**config.mk**
```make
export PLATFORM = sky130hd
export DESIGN_NAME = mmc1_mapper
export DESIGN_NICKNAME = d
export VERILOG_FILES = /design/src/rtl/mmc1_mapper.sv
export SDC_FILE = /design/constraint.sdc
export NUM_CORES = 1
export LEC_CHECK = 0
export CORE_MARGIN = 5
export CORE_UTILIZATION = 45
export DETAILED_ROUTE_END_ITERATION = 7
export PLACE_DENSITY = 0.85
export SETUP_SLACK_MARGIN = 0.15
export SYNTH_ARGS = -nofsm -noshare
export SYNTH_HDL_FRONTEND = slang
export SYNTH_SLANG_ARGS = --single-unit
```
**constraint.sdc**
```tcl
create_clock -name clk -period 2.8 [get_ports clk]
set_input_delay 0.28 -clock clk [delete_from_list [all_inputs] [get_ports clk]]
set_output_delay 0.28 -clock clk [all_outputs]
set_load 0.01 [all_outputs]
```
**src/rtl/mmc1_mapper.sv**
```systemverilog
// MMC1-class cartridge mapper: serial-loaded bank/control registers driving
// PRG-ROM, PRG-RAM, CHR and nametable (CIRAM) selects for the console buses.
module mmc1_mapper #(
  parameter int PRG_BANKS_LOG2 = 4,
  parameter int CHR_BANKS_LOG2 = 5
) (
  input  logic                         clk,
  input  logic                         reset,
  input  logic                         m2,
  input  logic                         rw,
  input  logic                         n_rom_sel,
  input  logic [14:0]                  cpu_addr,
  input  logic [7:0]                   cpu_data,
  input  logic [13:0]                  ppu_addr,
  output logic [PRG_BANKS_LOG2+13:0]   prg_addr,
  output logic                         prg_ce_n,
  output logic                         wram_ce_n,
  output logic [CHR_BANKS_LOG2+11:0]   chr_addr,
  output logic                         chr_ce_n,
  output logic                         n_vram_cs,
  output logic                         n_vram_a10
);

  typedef enum logic [1:0] {
    REG_CONTROL = 2'b00,
    REG_CHR0    = 2'b01,
    REG_CHR1    = 2'b10,
    REG_PRG     = 2'b11
  } reg_sel_e;

  typedef logic [PRG_BANKS_LOG2-1:0] prg_bank_t;
  typedef logic [CHR_BANKS_LOG2-1:0] chr_bank_t;

  // Bus capture taken while m2 is high, consumed on the m2 falling edge.
  logic     m2_q, m2_d;
  logic     cap_rw_q, cap_rw_d;
  logic     cap_rom_sel_n_q, cap_rom_sel_n_d;
  reg_sel_e cap_sel_q, cap_sel_d;
  logic     cap_d7_q, cap_d7_d;
  logic     cap_d0_q, cap_d0_d;

  logic       last_wr_q, last_wr_d;
  logic [4:0] shift_q, shift_d;
  logic [2:0] count_q, count_d;
  logic [4:0] control_q, control_d;
  logic [4:0] chr0_q, chr0_d;
  logic [4:0] chr1_q, chr1_d;
  logic [4:0] prg_q, prg_d;

  logic       commit;
  logic       rom_wr;
  logic [4:0] shift_in;

  // Only the reset bit and the serial data bit carry meaning on the data bus.
  logic unused_data;
  assign unused_data = ^cpu_data[6:1];

  assign commit   = m2_q & ~m2;
  assign rom_wr   = ~cap_rw_q & ~cap_rom_sel_n_q;
  assign shift_in = {cap_d0_q, shift_q[4:1]};

  // NOTE: every always_comb output gets a default first so no latch is inferred.
  always_comb begin
    m2_d            = m2;
    cap_rw_d        = cap_rw_q;
    cap_rom_sel_n_d = cap_rom_sel_n_q;
    cap_sel_d       = cap_sel_q;
    cap_d7_d        = cap_d7_q;
    cap_d0_d        = cap_d0_q;
    last_wr_d       = last_wr_q;
    shift_d         = shift_q;
    count_d         = count_q;
    control_d       = control_q;
    chr0_d          = chr0_q;
    chr1_d          = chr1_q;
    prg_d           = prg_q;

    if (m2) begin
      cap_rw_d        = rw;
      cap_rom_sel_n_d = n_rom_sel;
      cap_sel_d       = reg_sel_e'(cpu_addr[14:13]);
      cap_d7_d        = cpu_data[7];
      cap_d0_d        = cpu_data[0];
    end

    if (commit) begin
      last_wr_d = rom_wr;
      // A ROM write on the cycle right after another one is dropped entirely.
      if (rom_wr && !last_wr_q) begin
        if (cap_d7_q) begin
          shift_d        = '0;
          count_d        = '0;
          control_d[3:2] = 2'b11;
        end else if (count_q == 3'd4) begin
          shift_d = '0;
          count_d = '0;
          unique case (cap_sel_q)
            REG_CONTROL: control_d = shift_in;
            REG_CHR0:    chr0_d    = shift_in;
            REG_CHR1:    chr1_d    = shift_in;
            REG_PRG:     prg_d     = shift_in;
          endcase
        end else begin
          shift_d = shift_in;
          count_d = count_q + 3'd1;
        end
      end
    end
  end

  // NOTE: sequential state uses non-blocking assignments only.
  always_ff @(posedge clk) begin
    if (reset) begin
      m2_q            <= 1'b0;
      cap_rw_q        <= 1'b1;
      cap_rom_sel_n_q <= 1'b1;
      cap_sel_q       <= REG_CONTROL;
      cap_d7_q        <= 1'b0;
      cap_d0_q        <= 1'b0;
      last_wr_q       <= 1'b0;
      shift_q         <= '0;
      count_q         <= '0;
      control_q       <= 5'h0C;
      chr0_q          <= '0;
      chr1_q          <= '0;
      prg_q           <= '0;
    end else begin
      m2_q            <= m2_d;
      cap_rw_q        <= cap_rw_d;
      cap_rom_sel_n_q <= cap_rom_sel_n_d;
      cap_sel_q       <= cap_sel_d;
      cap_d7_q        <= cap_d7_d;
      cap_d0_q        <= cap_d0_d;
      last_wr_q       <= last_wr_d;
      shift_q         <= shift_d;
      count_q         <= count_d;
      control_q       <= control_d;
      chr0_q          <= chr0_d;
      chr1_q          <= chr1_d;
      prg_q           <= prg_d;
    end
  end

  prg_bank_t prg_bank;
  chr_bank_t chr_bank;

  always_comb begin
    prg_bank = '0;
    unique case (control_q[3:2])
      2'b00, 2'b01: prg_bank = prg_bank_t'({prg_q[3:1], cpu_addr[14]});
      2'b10:        prg_bank = cpu_addr[14] ? prg_bank_t'(prg_q[3:0]) : '0;
      2'b11:        prg_bank = cpu_addr[14] ? '1 : prg_bank_t'(prg_q[3:0]);
    endcase
  end

  always_comb begin
    chr_bank = '0;
    if (control_q[4]) chr_bank = chr_bank_t'(ppu_addr[12] ? chr1_q : chr0_q);
    else              chr_bank = chr_bank_t'({chr0_q[4:1], ppu_addr[12]});
  end

  always_comb begin
    n_vram_a10 = 1'b0;
    unique case (control_q[1:0])
      2'b00: n_vram_a10 = 1'b0;
      2'b01: n_vram_a10 = 1'b1;
      2'b10: n_vram_a10 = ppu_addr[10];
      2'b11: n_vram_a10 = ppu_addr[11];
    endcase
  end

  assign prg_addr  = {prg_bank, cpu_addr[13:0]};
  assign prg_ce_n  = n_rom_sel | ~rw;
  assign wram_ce_n = ~(m2 & n_rom_sel & (cpu_addr[14:13] == 2'b11) & ~prg_q[4]);
  assign chr_addr  = {chr_bank, ppu_addr[11:0]};
  assign chr_ce_n  = ppu_addr[13];
  assign n_vram_cs = ~ppu_addr[13];

endmodule

```
# Word level (Yosys, flattened, before mapping)
# Index checks and enable logic that the tools add are counted.
dict set report totals {
  romBits 0
  elab_cells 67
  memories 0
  register_bits 36
  output_inout_bits 40
  mem_bits_rw 0
  latchBits 0
  in_bits 42
}
dict set report op_classes {
  n_shift 0
  n_reduce_logical 14
  order_cmp 0
  bitwise 14
  multipliers 0
  eq_ne 11
  addsub 1
  n_mux 13
  div 0
}
# operator count
set ops {}
lappend ops {{$mux W5} 4}
lappend ops {{$reduce_and A5 Y1} 4}
lappend ops {{$mux W4} 4}
lappend ops {{$eq A2 B2 Y1 const B} 7}
lappend ops {{$pmux W4 S3} 1}
lappend ops {{$not A1 Y1} 8}
lappend ops {{$eq A2 B1 Y1 const B} 3}
lappend ops {{$logic_not A2 Y1} 3}
lappend ops {{$mux W3} 2}
lappend ops {{$and A1 B1 Y1} 5}
lappend ops {{$pmux W1 S4} 1}
lappend ops {{$reduce_and A4 Y1} 1}
lappend ops {{$reduce_bool A2 Y1} 2}
lappend ops {{$add A3 B1 Y3 const B} 1}
lappend ops {{$eq A3 B3 Y1 const B} 1}
lappend ops {{$mux W2} 1}
lappend ops {{$reduce_and A2 Y1} 1}
lappend ops {{$reduce_or A2 Y1} 1}
lappend ops {{$logic_and A1 B1 Y1} 1}
lappend ops {{$logic_not A1 Y1} 1}
lappend ops {{$or A1 B1 Y1} 1}

# Longest topological paths before layout
# Gate-level depths: netlist (run 1).
dict set report depth {
  depth_word 4
  ltp_mapped 5
  depth_no_buf 5
}

# Worst setup path before layout (run 1)
# Ideal clock, no wire load.
dict set report synth_path {
  kind {register to register}
  startpoint {register cap_rom_sel_n_q}
  endpoint {register count_q[2]}
  required_ps 2668
  setup_time_ps 132
  path_buffers 1
  arrival_ps 1236
  stages_incl_launch_ff 5
  slack_ps 1432
  synth_period_minus_slack_ps 1368
  path_cell_list {dfxtp_1 > or4b_1 > clkbuf_2 > o31ai_2 > a21oi_1}
}
dict set report synth_via {
  elab_chain_cells 4
}
# item line_no
set synth_rtl {}
lappend synth_rtl {{start: declaration} 37} ;# logic cap_rom_sel_n_q, cap_rom_sel_n_d;
lappend synth_rtl {{start signal: assignment} 130} ;# cap_rom_sel_n_q <= cap_rom_sel_n_d;
lappend synth_rtl {{$not A1 Y1} 59} ;# assign rom_wr = ~cap_rw_q & ~cap_rom_sel_n_q;
lappend synth_rtl {{$and A1 B1 Y1} 59}
lappend synth_rtl {{$logic_and A1 B1 Y1} 89} ;# if (rom_wr && !last_wr_q) begin
lappend synth_rtl {{$reduce_and A2 Y1 (no line)} --}
lappend synth_rtl {{end signal: assignment} 136} ;# count_q <= count_d;
lappend synth_rtl {{end: declaration} 44} ;# logic [2:0] count_q, count_d;
# No other way between the ends.
# A chain may end at the register's enable or synchronous reset.

# Final worst setup path (run 1)
dict set report layout_path {
  startpoint {input m2}
  endpoint {output wram_ce_n}
}
dict set report layout_via {
  elab_chain_cells 4
}
# item line_no
set layout_rtl {}
lappend layout_rtl {{start: declaration} 9} ;# input logic m2,
lappend layout_rtl {{$and A1 B1 Y1 (3 in series)} 174} ;# assign wram_ce_n = ~(m2 & n_rom_sel & (cpu_addr[14:13] == 2'b11) & ~prg_q[4]);
lappend layout_rtl {{$not A1 Y1} 174}
lappend layout_rtl {{end: declaration} 17} ;# output logic wram_ce_n,
# No other way between the ends.

==> key figures, run 1 <==
Outcome
  • Status: completed

Clock tree
  • Worst-skew pair later-pin latency: 0.28 ns
  • Cts repair resizes: 0
  • Num CTS Buffers: 5
  • Hold_buf cts: 0
  • Post-CTS setup repair buffer count: 0
  • Clock sinks: 35
  • CTS tree: built
  • Clk root buf: clkbuf_8
  • Clk buf depth: 2
  • H-tree depth: 2
  • Clock transition at path regs: 0.06 ns

Critical path
  • Critical path's top delay family: buffers and inverters
  • Most frequent cell on the critical path: clkdlybuf4s50_1
  • Crit path DAT: 1.88 ns
  • CP max stage cell: clkdlybuf4s50_1
  • Bufs and invs on worst path: 2
  • CP required: 2.52 ns
  • Setup CP Type: in -> out
  • Setup crit end kind: output pin
  • Crit-path cells: clkdlybuf4s50_1, nand4_1, or2_2, clkdlybuf4s50_1
  • CP startpoint kind: input pin
  • Crit path max fanout: 9
  • Worst stage delay on the critical path: 0.67 ns

Logic synthesis
  • Compound-Gate Fraction of Synth Area: 9.64%
  • Largest family of logic cells by synthesized area: simple AND/OR/NAND/NOR gates
  • Ranking of synthesized cells by area: dfxtp_1 37%, mux2i_1 13%, buf_4 11%
  • Post-synth cell types: 31
  • Top cell type's share of synthesized area: 37.2%
  • Register area share after synthesis: 37.2%
  • Synth Area per Inst: 9.36 µm²
  • Post-synthesis simple-gate area fraction: 23.1%
  • Mapped Nets: 245
  • Post-synthesis adder-cell area fraction: 1.33%
  • Synthesized flop and latch total: 35
  • Area leader, netlist: dfxtp_1
  • Syn Std Cell Area: 1880 µm²
  • Post-synthesis mux area share: 15.2%
  • Synthesis Warnings: 0
  • Cell count after synthesis: 201
  • XOR/XNOR share of the synthesized area: 0%

Routing
  • Final ANT Viol Nets: 0
  • Routed WL: 3740 µm
  • Routed via count: 1375
  • TritonRoute pass-1 iters: 4
  • Uppermost layer routed: met4
  • Wl on met1: 1690 µm
  • DR WL met2: 1770 µm
  • DRC: 0
  • DR iter-0 viols: 118
  • DR WL/cell: 14.5 µm
  • Met3 routed WL: 223 µm
  • Drt via density: 5.35

Place
  • GP Congestion: 0.763
  • Half-perimeter wire length after placement: 2740 µm
  • Cell total after placement: 249
  • Buffers added on ports: 29

Die
  • Io pins: 82
  • Site Rows: 23
  • Initial Util: 46.7%
  • Vert. Die Dim: 74.7 µm
  • Core area: 4030 µm²
  • Die width: 74.7 µm
  • Die footprint: 5570 µm²

Timing
  • Final Slew Violations: 0
  • RSZ-0062 raised after global routing: no
  • Clk_skew: 0.00704 ns
  • Rel. slew slack: 51.6%
  • Setup_tns: 0 ns
  • Post-layout min period: 2.16 ns
  • Final Hold Viols: 0
  • Final setup fails: 0
  • Tcrit/Tclk final: 77.2%
  • Fmax: 463 MHz
  • Worst slew pin tran: 0.724 ns

Pwr
  • Power Density: 497 nW/µm²
  • Leak Pwr: 0.000947 µW
  • Combinational share of power: 8.1%
  • Sw Pwr: 221 µW
  • Clock network power share: 43.6%
  • Net Sw Frac: 20.8%
  • VDD IR max: 0.000256 V
  • Pint: 842 µW
  • Reg power frac: 48.4%

Run
  • Max-Cap Viols: 0

Global route
  • Overflow after GRT: 0
  • Global-route wire length before repair: 6110 µm
  • Largest net degree at the start of global routing: 25
  • Initial antenna violation count: 0
  • Vias in the first global route: 1311
  • Tot GR Track Use: 14.1%

Finish
  • Area added between synthesis and finish: 13.8%
  • # diodes: 0
  • Layout Cells excl Fill: 257
  • Share of cells above drive strength 1: 11.1%
  • Layout Nets: 250

Worst hold path
  • HP Class: reg -> reg
## power groups by stage
stage               registers, µW  clock network (µW)  logic [µW]
floorplan                     523                   0        78.5
global placement              525                   0        84.7
detailed placement            526                   0        86.2
CTS                           515                 472        86.4
global route                  516                 489        93.8
finish                        515                 463        85.8
## path summary, 6_finish.rpt
check / from / to / slack (ns) / cells past startpoint
max: m2 / wram_ce_n / 0.64 / 4
min: chr0_q[1]$_SDFFE_PP0P_ / chr0_q[1]$_SDFFE_PP0P_ / 0.48 / 2
max reg2reg: cap_rom_sel_n_q$_SDFFE_PP1P_ / count_q[2]$_SDFFE_PP0P_ / 1.26 / 3
min reg2reg: chr0_q[1]$_SDFFE_PP0P_ / chr0_q[1]$_SDFFE_PP0P_ / 0.48 / 2
## cell usage after synthesis, drive strengths merged
library cell	instances
mux2	4
a31oi	1
a211oi	1
nor3	2
nand2b	26
ha	2
nand4b	2
nand2	1
o31ai	1
inv	6
a21oi	19
o211ai	1
nor2	13
clkbuf	4
and4bb	1
nor4bb	1
o21ai	7
dfxtp	35
mux2i	24
or4b	1
nor4b	2
nor2b	4
nand4	9
a211o	2
buf	30
or2	1
nand3	1
## cell usage in the layout, fill, tap and decap left out, types with 2 or more instances in the layout
master           count
ha_1                 2
mux2i_1             24
o21ai_0              7
nor4b_4              2
buf_4                3
nand4_1              8
nor2_1              13
dfxtp_1             35
mux2_2               4
nor2b_1              4
a211o_1              2
a21oi_1             19
clkbuf_8             6
nor3_1               2
inv_1                6
clkdlybuf4s50_1     29
nand4b_2             2
nand2b_1            26
## state kept, by name, indices dropped and copies added, names as in the netlist
signal,count
m2_q,1
cap_sel_q,2
count_q,3
chr1_q,5
last_wr_q,1
chr0_q,5
shift_q,4
cap_d0_q,1
cap_d7_q,1
cap_rw_q,1
control_q,5
cap_rom_sel_n_q,1
prg_q,5
## layout make-up
class	count	area, µm²
flip-flops and latches	35	701
clock buffers	6	82.6
repair buffers	32	313
multi-input cells	126	926
well taps	50	62.6
fillers	386	1890
inverters	6	22.5
clock inverters	2	35.0
## worst register-to-register path, stage by stage (launching register included)
cell and delay (ns):
dfxtp_1 0.35, or4b_1 0.68, o31ai_2 0.27, a21oi_1 0.10
## logic make-up (layout without fill, tap and decap cells)
logic type      Yosys count  after routing
flops                    35             35
compound gates           32             32
mux                      28             28
buf+inv                  40             46
fa+ha+maj                 2              2
simple gates             64             64
## layer usage
metal	GRT usage, %	vias up
met5	0	-
met3	3.07	7
met4	5.53	0
met1	17.4	651
met2	23.8	35
li1	-	682
## per-stage QoR
step | utilization [%] | hold WS [ns] | worst slack (ns) | total power (µW) | area [µm²]
after floorplan | - | 0.402 | 1.43 | 601 | 1880
after global placement | 50.2 | 0.460 | 0.638 | 610 | 2020
after detailed placement | 50.2 | 0.462 | 0.630 | 612 | 2020
after CTS | 53.2 | 0.474 | 0.632 | 1070 | 2140
after global routing | 53.2 | 0.499 | 0.547 | 1100 | 2140
final | 53.2 | 0.476 | 0.640 | 1060 | 2140
Power figures use the tool's default switching activity.
==> run 2: changes to the inputs <==
CORE_UTILIZATION = 38   (was 45)
PLACE_DENSITY = 0.76   (was 0.85)
clock period = 1.9 ns   (was 2.8 ns; I/O delays follow)
==> key figures, run 2 (synthesis results as in run 1) <==
Outcome
  • Status: completed

Routing
  • Met3 routed WL: 185 µm
  • Drt via density: 4.97
  • DR iter-0 viols: 105
  • Routed WL: 3610 µm
  • TritonRoute pass-1 iters: 4
  • DR WL/cell: 12.8 µm
  • Uppermost layer routed: met4
  • DR WL met2: 1710 µm
  • DRC: 0
  • Wl on met1: 1670 µm
  • Final ANT Viol Nets: 0
  • Routed via count: 1397

Finish
  • Sequential cell area: 703 µm²
  • Most frequent cells in the layout: 33 x dfxtp_1, 26 x nand2b_1, 24 x mux2i_1
  • Cell area after layout: 2230 µm²
  • Share of cells above drive strength 1: 15.0%
  • Area added between synthesis and finish: 18.3%
  • # diodes: 0
  • Layout Nets: 257
  • Filler instances: 472
  • Combined area of the multi-input logic cells: 928 µm²
  • Commonest non-fill, non-tap cell in the layout: dfxtp_1

Timing
  • Hold Worst Slack: 0.380 ns
  • Final Hold Viols: 0
  • Setup_tns: 0 ns
  • Fmax: 593 MHz
  • Tcrit/Tclk final: 88.8%
  • Rel. slew slack: 67.3%
  • RSZ-0062 raised after global routing: no
  • Clk_skew: 0.00628 ns
  • Worst slew pin tran: 0.490 ns
  • Post-layout min period: 1.69 ns
  • Final setup fails: 0
  • Final Slew Violations: 0

Place
  • Half-perimeter wire length after placement: 2620 µm
  • Buffers added on ports: 29
  • Placed inst area: 2100 µm²
  • GP Congestion: 0.795

Critical path
  • Crit path max fanout: 6
  • R2R Setup Slk: 0.38 ns
  • Crit path DAT: 1.50 ns
  • Setup crit end kind: output pin
  • Setup CP Type: reg -> out
  • CP required: 1.71 ns
  • CP startpoint kind: flip-flop

Global route
  • Tot GR Track Use: 11.8%
  • Initial antenna violation count: 0
  • Largest net degree at the start of global routing: 43
  • Overflow after GRT: 0
  • Vias in the first global route: 1307
  • Global-route wire length before repair: 6030 µm

Pwr
  • Power Density: 664 nW/µm²
  • Pint: 1150 µW
  • Leak Pwr: 0.00106 µW
  • Net Sw Frac: 22.0%
  • Sw Pwr: 326 µW
  • VDD IR max: 0.000338 V
  • Clock network power share: 39.8%
  • Reg power frac: 51.3%
  • Combinational share of power: 8.8%

Worst hold path
  • HP Class: in -> out

Run
  • Max-Cap Viols: 0

Clock tree
  • Clk buf depth: 2
  • H-tree depth: 2
  • Clock transition at path regs: 0.07 ns
  • Clock sinks: 35
  • Hold_buf cts: 0
  • Clk root buf: clkbuf_8
  • Worst-skew pair later-pin latency: 0.28 ns
  • Num CTS Buffers: 5
  • CTS tree: built

Die
  • Die width: 80.4 µm
  • Vert. Die Dim: 80.4 µm
  • Site Rows: 25
  • Die footprint: 6460 µm²
  • Core area: 4750 µm²
  • Io pins: 82
  • Initial Util: 39.6%
==> run 2: area by class of cell <==
type / count / area share [%]
Timing Repair Buffer: 39 / 17.4
Inverter: 6 / 1.01
Sequential cell: 35 / 31.6
Multi-Input combinational cell: 126 / 41.7
Tap cell: 67 / 3.77
Clock buffer: 8 / 4.50
==> run 2: final timing paths <==
kind,to,startpoint,cells after the start
worst max-delay path,prg_addr[17],control_q[2]$_SDFFE_PP1P_,4
worst min-delay path,chr_addr[0],ppu_addr[0],0
worst max register to register,chr0_q[0]$_SDFFE_PP0P_,count_q[0]$_SDFFE_PP0P_,5
worst min register to register,prg_q[4]$_SDFFE_PP0P_,prg_q[4]$_SDFFE_PP0P_,2
==> run 2: worst max-delay path: stages (launching register included) <==
cell	delay, ns
dfxtp_2	0.37
nand2b_1	0.15
a21oi_1	0.07
nor2_1	0.08
clkdlybuf4s50_1	0.54
==> run 2: power by group through the flow <==
stage	Combinational (µW)	Clock, µW	Sequential (µW)
finish	131	589	759
global route	143	634	760
CTS	133	603	759
detailed placement	134	0	775
global placement	133	0	774
floorplan	116	0	770
==> run 2: metal layers <==
layer | GRT usage [%] | vias up
met5 | 0 | -
met4 | 4.56 | 0
met3 | 3.48 | 7
met2 | 18.7 | 32
met1 | 15.1 | 661
li1 | - | 697
==> run 2: what timing repair did <==
| item | in CTS | in global routing |
|---|---|---|
| buffers inserted | 2 | 0 |
| endpoints found under the setup margin | 8 | 6 |
| pin swaps | 1 | 0 |
| resized for setup | 6 | 7 |
==> run 2: stage by stage <==
stage | total power [µW] | util (%) | worst slack, ns | instances
after global placement | 907 | 44.1 | 0.0261 | 271
final | 1480 | 46.8 | 0.213 | 281
after global routing | 1540 | 46.8 | 0.157 | 281
after floorplan | 886 | - | 0.532 | 201
after CTS | 1490 | 46.5 | 0.159 | 281
after detailed placement | 909 | 44.1 | 0.0393 | 271
==> run 3: changes to the inputs <==
CTS_BUF_LIST = sky130_fd_sc_hd__clkbuf_16   (was not set)
SKIP_LAST_GASP = 1   (was not set)
==> key figures, run 3 (synthesis results as in run 1) <==
Finish
  • Area added between synthesis and finish: 19.9%
  • Layout Cells excl Fill: 281
  • Most frequent cells in the layout: 33 x dfxtp_1, 26 x nand2b_1, 24 x mux2i_1
  • Commonest non-fill, non-tap cell in the layout: dfxtp_1
  • # diodes: 0
  • Share of cells above drive strength 1: 14.0%
  • Layout Nets: 257
  • Filler instances: 474
  • Finished Core Util: 47.5%

Place
  • Buffers added on ports: 29
  • Worst slack, placed: 0.0393 ns
  • GP Congestion: 0.795
  • Half-perimeter wire length after placement: 2620 µm
  • Cell total after placement: 271

Routing
  • Routed via count: 1399
  • Routed WL: 3680 µm
  • DRC: 0
  • DR WL/cell: 13.1 µm
  • TritonRoute pass-1 iters: 4
  • DR iter-0 viols: 137
  • Final ANT Viol Nets: 0
  • Drt via density: 4.98

Critical path
  • Reg2reg end: chr0_q[2]$_SDFFE_PP0P_
  • CP max stage cell: clkdlybuf4s50_1
  • Setup crit end kind: output pin
  • CP required: 1.71 ns
  • Crit path max fanout: 6
  • Most frequent cell on the critical path: clkdlybuf4s50_1
  • Reg-to-Reg Start: count_q[0]$_SDFFE_PP0P_
  • Reg2Reg Depth: 5
  • CP startpoint kind: input pin
  • R2R Setup Slk: 0.39 ns
  • Worst stage delay on the critical path: 0.54 ns
  • Setup CP Type: in -> out
  • Crit-path cells: clkdlybuf4s50_1, buf_4, a21oi_1, nor2_1, clkdlybuf4s50_1
  • Crit path DAT: 1.51 ns

Pwr
  • Power Density: 726 nW/µm²
  • Leak Pwr: 0.00106 µW
  • VDD IR max: 0.000490 V

Clock tree
  • Num CTS Buffers: 5
  • H-tree depth: 2
  • Clock sinks: 35
  • Worst-skew pair later-pin latency: 0.27 ns
  • Clk root buf: clkbuf_16
  • Clk buf depth: 2
  • CTS tree: built

Worst hold path
  • HP Class: in -> out
  • Hold endpoint: chr_addr[0]
  • Hold wc startpoint: ppu_addr[0]
  • Worst hold stages: 0

Timing
  • Post-layout min period: 1.70 ns
  • Final Slew Violations: 0
  • Clk_skew: 0.00473 ns
  • Final Hold Viols: 0
  • Fmax: 589 MHz
  • Tcrit/Tclk final: 89.4%
  • Rel. slew slack: 67.4%
  • Worst slew pin tran: 0.489 ns
  • PnR worst setup slack: 0.201 ns
  • RSZ-0062 raised after global routing: yes
  • Setup_tns: 0 ns
  • Final setup fails: 0

Die
  • Site Rows: 25
  • Io pins: 82
  • Die footprint: 6460 µm²
  • Initial Util: 39.6%
  • Die width: 80.4 µm
  • Core area: 4750 µm²
  • Vert. Die Dim: 80.4 µm

Global route
  • Global-route wire length before repair: 6170 µm
  • Tot GR Track Use: 12.1%
  • Overflow after GRT: 0
  • Vias in the first global route: 1310
  • Initial antenna violation count: 0
  • Largest net degree at the start of global routing: 43

Run
  • Max-Cap Viols: 0

Outcome
  • Status: completed
[run 3: layer usage]
layer | vias to the layer above | track usage (%) | wire (µm)
met4 | 0 | 4.56 | 51
met5 | - | 0 | 0
met3 | 7 | 3.81 | 192
li1 | 697 | - | -
met1 | 656 | 15.4 | 1650
met2 | 39 | 19.0 | 1780
[run 3: critical path, delay by kind of cell]
family	cells	cell delay, ns
buf+inv	3	1.19
simple gates	1	0.09
compound gates	1	0.04
[run 3: how the worst max path moves through the flow]
stage | endpoint | cells past startpoint | from
2_1_floorplan | count_q[2]$_SDFFE_PP0P_ | 4 | cap_rom_sel_n_q$_SDFFE_PP1P_
5_1_grt | prg_addr[15] | 5 | cpu_addr[14]
3_5_place_dp | chr0_q[3]$_SDFFE_PP0P_ | 6 | m2
3_3_place_gp | chr0_q[0]$_SDFFE_PP0P_ | 6 | m2
4_1_cts | prg_addr[16] | 4 | control_q[2]$_SDFFE_PP1P_
6_report | prg_addr[16] | 5 | cpu_addr[14]
[run 3: power breakdown]
group	switching, µW	internal, µW	leakage [µW]
logic	53.0	79.0	0.000705
clock network	276	471	0.0000701
registers	15.9	745	0.000283
[run 3: through the flow]
step           power [µW]  hold WS (ns)  area, µm²
6_report             1640         0.380       2260
5_1_grt              1710         0.380       2260
4_1_cts              1660         0.380       2240
3_5_place_dp          909         0.380       2100
3_3_place_gp          907         0.380       2100
2_1_floorplan         886         0.312       1880
[run 3: cell type report]
| cell class | instances | area, µm² | share of cell area (%) |
|---|---|---|---|
| Sequential cell | 35 | 703 | 31.2 |
| Timing Repair Buffer | 39 | 383 | 17.0 |
| Multi-Input combinational cell | 126 | 928 | 41.1 |
| Clock buffer | 5 | 125 | 5.54 |
| Tap cell | 67 | 83.8 | 3.71 |
| Inverter | 6 | 22.5 | 0.998 |
| Clock inverter | 3 | 11.3 | 0.499 |
[run 3: timing repair]
| action | 4_1_cts | 5_1_grt |
|---|---|---|
| setup buffers | 2 | 0 |
| hold buffers | 0 | 0 |
| pin swaps | 1 | 0 |
| resized for setup | 5 | 6 |
| setup endpoints to repair | 5 | 7 |
